`src/rtl/seq_pkg.sv`:
```
// Shared definitions for the serializer and the detector bench:
// the two-state FSM encoding and the default parallel word width.
package seq_pkg;

    localparam int DEFAULT_WIDTH = 8;

    typedef enum logic {
        IDLE  = 1'b0,
        SHIFT = 1'b1
    } state_t;

endpackage

```
`src/rtl/seq_bit_counter.sv`:
```
// Bit position counter for the serializer: restarts at 0 on every accepted word
// and flags the last payload bit (count == WIDTH-1).
module seq_bit_counter
    import seq_pkg::*;
#(
    parameter int WIDTH = DEFAULT_WIDTH,
    parameter int CNT_W = $clog2(WIDTH)
) (
    input  logic clk,
    input  logic rst,
    input  logic load,
    input  logic advance,
    output logic last
);

    logic [CNT_W-1:0] count;

    assign last = (count == CNT_W'(WIDTH - 1));

    // Wrap explicitly on the last bit so non-power-of-two widths never overrun.
    always_ff @(posedge clk or negedge rst) begin
        if (!rst) begin
            count <= '0;
        end else if (load) begin
            count <= '0;
        end else if (advance) begin
            count <= last ? '0 : count + CNT_W'(1);
        end
    end

endmodule

```
`src/rtl/seq_bit_serializer.sv`:
```
// Parallel-to-serial converter feeding the sequence detector, MSB first by default.
// Define SER_LSB_FIRST_EN to shift LSB first; timing is identical in both builds.
module seq_bit_serializer
    import seq_pkg::*;
#(
    parameter int WIDTH = DEFAULT_WIDTH
) (
    input  logic             clk,
    input  logic             rst,
    input  logic [WIDTH-1:0] data_in,
    input  logic             data_valid,
    output logic             data_ready,
    output logic             bit_out,
    output logic             bit_valid,
    output logic             busy
);

    state_t           state;
    logic [WIDTH-1:0] shreg;
    logic             last;
    logic             transfer;
    logic             first_bit;
    logic             next_bit;
    logic [WIDTH-1:0] load_rest;
    logic [WIDTH-1:0] shifted;

    assign data_ready = (state == IDLE) || last;
    assign transfer   = data_valid && data_ready;

`ifdef SER_LSB_FIRST_EN
    assign first_bit = data_in[0];
    assign load_rest = data_in >> 1;
    assign next_bit  = shreg[0];
    assign shifted   = shreg >> 1;
`else
    assign first_bit = data_in[WIDTH-1];
    assign load_rest = data_in << 1;
    assign next_bit  = shreg[WIDTH-1];
    assign shifted   = shreg << 1;
`endif

    seq_bit_counter #(
        .WIDTH(WIDTH)
    ) u_counter (
        .clk    (clk),
        .rst    (rst),
        .load   (transfer),
        .advance(state == SHIFT),
        .last   (last)
    );

    // The first bit goes straight to bit_out on the accepting edge; the rest
    // of the word waits in shreg, so a back-to-back word needs no bubble.
    always_ff @(posedge clk or negedge rst) begin
        if (!rst) begin
            state     <= IDLE;
            shreg     <= '0;
            bit_out   <= 1'b0;
            bit_valid <= 1'b0;
            busy      <= 1'b0;
        end else if (transfer) begin
            state     <= SHIFT;
            shreg     <= load_rest;
            bit_out   <= first_bit;
            bit_valid <= 1'b1;
            busy      <= 1'b1;
        end else if (state == SHIFT) begin
            if (last) begin
                state     <= IDLE;
                shreg     <= '0;
                bit_out   <= 1'b0;
                bit_valid <= 1'b0;
                busy      <= 1'b0;
            end else begin
                shreg   <= shifted;
                bit_out <= next_bit;
            end
        end
    end

endmodule

```
`config.mk`:
```
export PLATFORM = sky130hd
export DESIGN_NAME = seq_bit_serializer
export DESIGN_NICKNAME = d
export VERILOG_FILES = /design/src/rtl/seq_pkg.sv /design/src/rtl/seq_bit_counter.sv /design/src/rtl/seq_bit_serializer.sv
export SDC_FILE = /design/constraint.sdc
export NUM_CORES = 1
export LEC_CHECK = 0
export CORE_ASPECT_RATIO = 1.1
export CORE_MARGIN = 2
export CORE_UTILIZATION = 43
export DETAILED_ROUTE_END_ITERATION = 7
export PLACE_DENSITY = 0.71
export SYNTH_ARGS = -nofsm -noshare
export SYNTH_HDL_FRONTEND = slang
export SYNTH_HIERARCHICAL = 1
export SYNTH_SLANG_ARGS = --single-unit
```
`constraint.sdc`:
```
create_clock -name clk -period 1.5 [get_ports clk]
set_input_delay 0.3 -clock clk [delete_from_list [all_inputs] [get_ports clk]]
set_output_delay 0.3 -clock clk [all_outputs]
set_load 0.02 [all_outputs]
```
==> metrics <==
post-synthesis sequential area ratio 0.432; dpl cells 96; maxcap violations 0; crit-path max FO 2; RD Place Congestion 0.691; HP Class primary input to asynchronous set/reset pin; Antenna diodes 0; die height 47.9 µm; post-DP HPWL 975 µm; detailed-route vias per instance 5.46; post-route minimum period 1.58 ns; Max VDD drop 0.000905 V; highest clock rate 634 MHz; Clock Latency Late Sink 0.28 ns; largest net degree at the start of global routing 21; TritonCTS clock tree yes; failing checks setup timing; aggregate global-route resource usage 0.160; Leak 0.434 nW; pwr dens 1660 nW/µm²; RSZ-0062 raised after global routing yes; via count 546; Die X 43.9 µm; ranking of synthesized cells by area dfrtp_1, mux2i_1, o221ai_2, nand3_1, inv_1; # rows 15; Data arrival, critical path 1.28 ns; number of global-route vias before repair 568; post-synthesis cell area 753 µm²; # clock sinks 13; Wirelength per Cell 14.3 µm; TritonRoute pass-1 iters 4; final net count 97; Synth Register Bits 13; number of post-CTS setup repair buffers 0; grt total ovfl 0; Synth Instances 65; initial antenna violation count 0; Pins Over Slew Limit 0; post-synth cell types 17; CP Capture Type primary output; syn_nets 78; drt drc 0; Worst-path clk slew 0.09 ns; Cell Count, Final, Fillers Out 100; critical path cell sequence ha_2 > ha_4 > nand2b_4 > buf_6; syn avg cell area 11.6 µm²; fin crit share 1.05; core area 1610 µm²; fraction of layout cells with a size suffix above 1 0.265; Synth warnings 6; Root Buffer Master clkbuf_4; status finished, violations left; area delta synth->final 27.9%; worst-case clock buffer depth 2; Hold Vio Cnt, Final 0; CP peak stage delay 0.40 ns; H-tree depth 1; total CTS buffers 3; Final Core Density 0.597; Startpoint Class flip-flop; total power 1.59 mW; Setup CP Type flip-flop to primary output; CP max-delay cell dfrtp_1; Setup violations, final 1; Yosys top cell by area dfrtp_1; Post-DRT Antenna Nets 0; Setup TNS -0.0762 ns; post-synth top area share 0.432; Slew HR 0.882; WL final 1430 µm; port buffer count 14; I/O Pins 15; die area 2100 µm²; Initial Util 0.467; final worst slack -0.0762 ns; DR iter-0 viols 8; Clock Skew 0.00810 ns; worst slew pin tran 0.173 ns; worst path required time 1.20 ns; first-pass GRT wire length 2340 µm
## cell usage after synthesis
cell type,n
dfrtp_1,13
and2_1,1
nand2b_1,2
a21oi_1,1
nand2b_4,1
ha_1,2
mux2i_1,11
nor2_1,3
a21oi_2,1
nand3_1,8
o21ai_0,1
o221ai_2,7
inv_1,7
buf_2,1
buf_4,3
buf_6,2
or3b_1,1
## through the flow
| stage | area [µm²] | hold WS [ns] | setup slack [ns] |
|---|---|---|---|
| 5_1_grt | 963 | 0.327 | -0.131 |
| 6_report | 963 | 0.317 | -0.0762 |
| 3_5_place_dp | 925 | 0.520 | -0.216 |
| 3_3_place_gp | 925 | 0.507 | -0.193 |
| 2_1_floorplan | 756 | 0.00441 | 0.0245 |
| 4_1_cts | 953 | 0.310 | -0.0959 |
## registers in the layout, indices dropped and copies added, names as in the netlist
signal and count:
u_counter/count 3, state 1, shreg 7, bit_out 1, busy 1
## metal layers
layer | track usage | vias to the layer above | wire, µm
met5 | 0 | - | 0
met3 | 0.0226 | 2 | 48
met2 | 0.303 | 13 | 744
met4 | 0.109 | 0 | 10
met1 | 0.166 | 267 | 628
li1 | - | 264 | -
## what timing repair did
item / CTS / global route
setup endpoints to repair: 5 / 2
resized for setup: 11 / 1
pin swaps: 0 / 1
hold buffers: 0 / 0
## worst paths after layout
check	cells after the start	slack, ns	endpoint	startpoint
min	2	0.32	u_counter/count[0]$_DFFE_PN0P_	rst
min reg2reg	2	0.57	u_counter/count[1]$_DFFE_PN0P_	u_counter/count[1]$_DFFE_PN0P_
max	4	-0.08	data_ready	u_counter/count[1]$_DFFE_PN0P_
max in group asynchronous	2	1.01	shreg[3]$_DFFE_PN0P_	rst
min in group clk	2	0.57	u_counter/count[1]$_DFFE_PN0P_	u_counter/count[1]$_DFFE_PN0P_
max reg2reg	5	0.01	u_counter/count[0]$_DFFE_PN0P_	u_counter/count[1]$_DFFE_PN0P_
## cells in the final DEF (no fill, tap or decap), drive strengths merged
master	netlist	routed
dfrtp	13	13
clkdlybuf4s50	0	10
nor2	3	3
nand3	8	8
ha	2	2
o221ai	7	7
buf	6	7
o21ai	1	1
nand2b	3	3
mux2i	11	11
a21oi	2	2
and2	1	1
dlygate4sd2	0	3
clkbuf	0	4
or3b	1	1
inv	7	7
## worst max-delay path, delay by kind of cell (launching register included)
| family | cells | cell delay, ns |
|---|---|---|
| adder cells (fa/ha/maj) | 2 | 0.35 |
| buffers and inverters | 1 | 0.12 |
| flip-flops | 1 | 0.40 |
| AND/OR/NAND/NOR | 1 | 0.13 |
## area by class of cell
class | count | area, µm²
inverters | 7 | 26.3
well taps | 17 | 21.3
repair buffers | 20 | 195
clock buffers | 4 | 26.3
fillers | 140 | 651
multi-input cells | 39 | 369
flip-flops and latches | 13 | 325
## logic make-up after synthesis
| group | count (synthesis) | share of synthesized area |
|---|---|---|
| simple gates | 16 | 0.123 |
| fa+ha+maj | 2 | 0.0332 |
| compound gates | 10 | 0.164 |
| mux | 11 | 0.146 |
| flops | 13 | 0.432 |
| buf+inv | 13 | 0.101 |
## report_power, final
part	internal (mW)	switching, mW
clock network	0.103	0.116
logic	0.402	0.398
registers	0.489	0.0861
No activity file was read; power rests on OpenSTA's default activity.
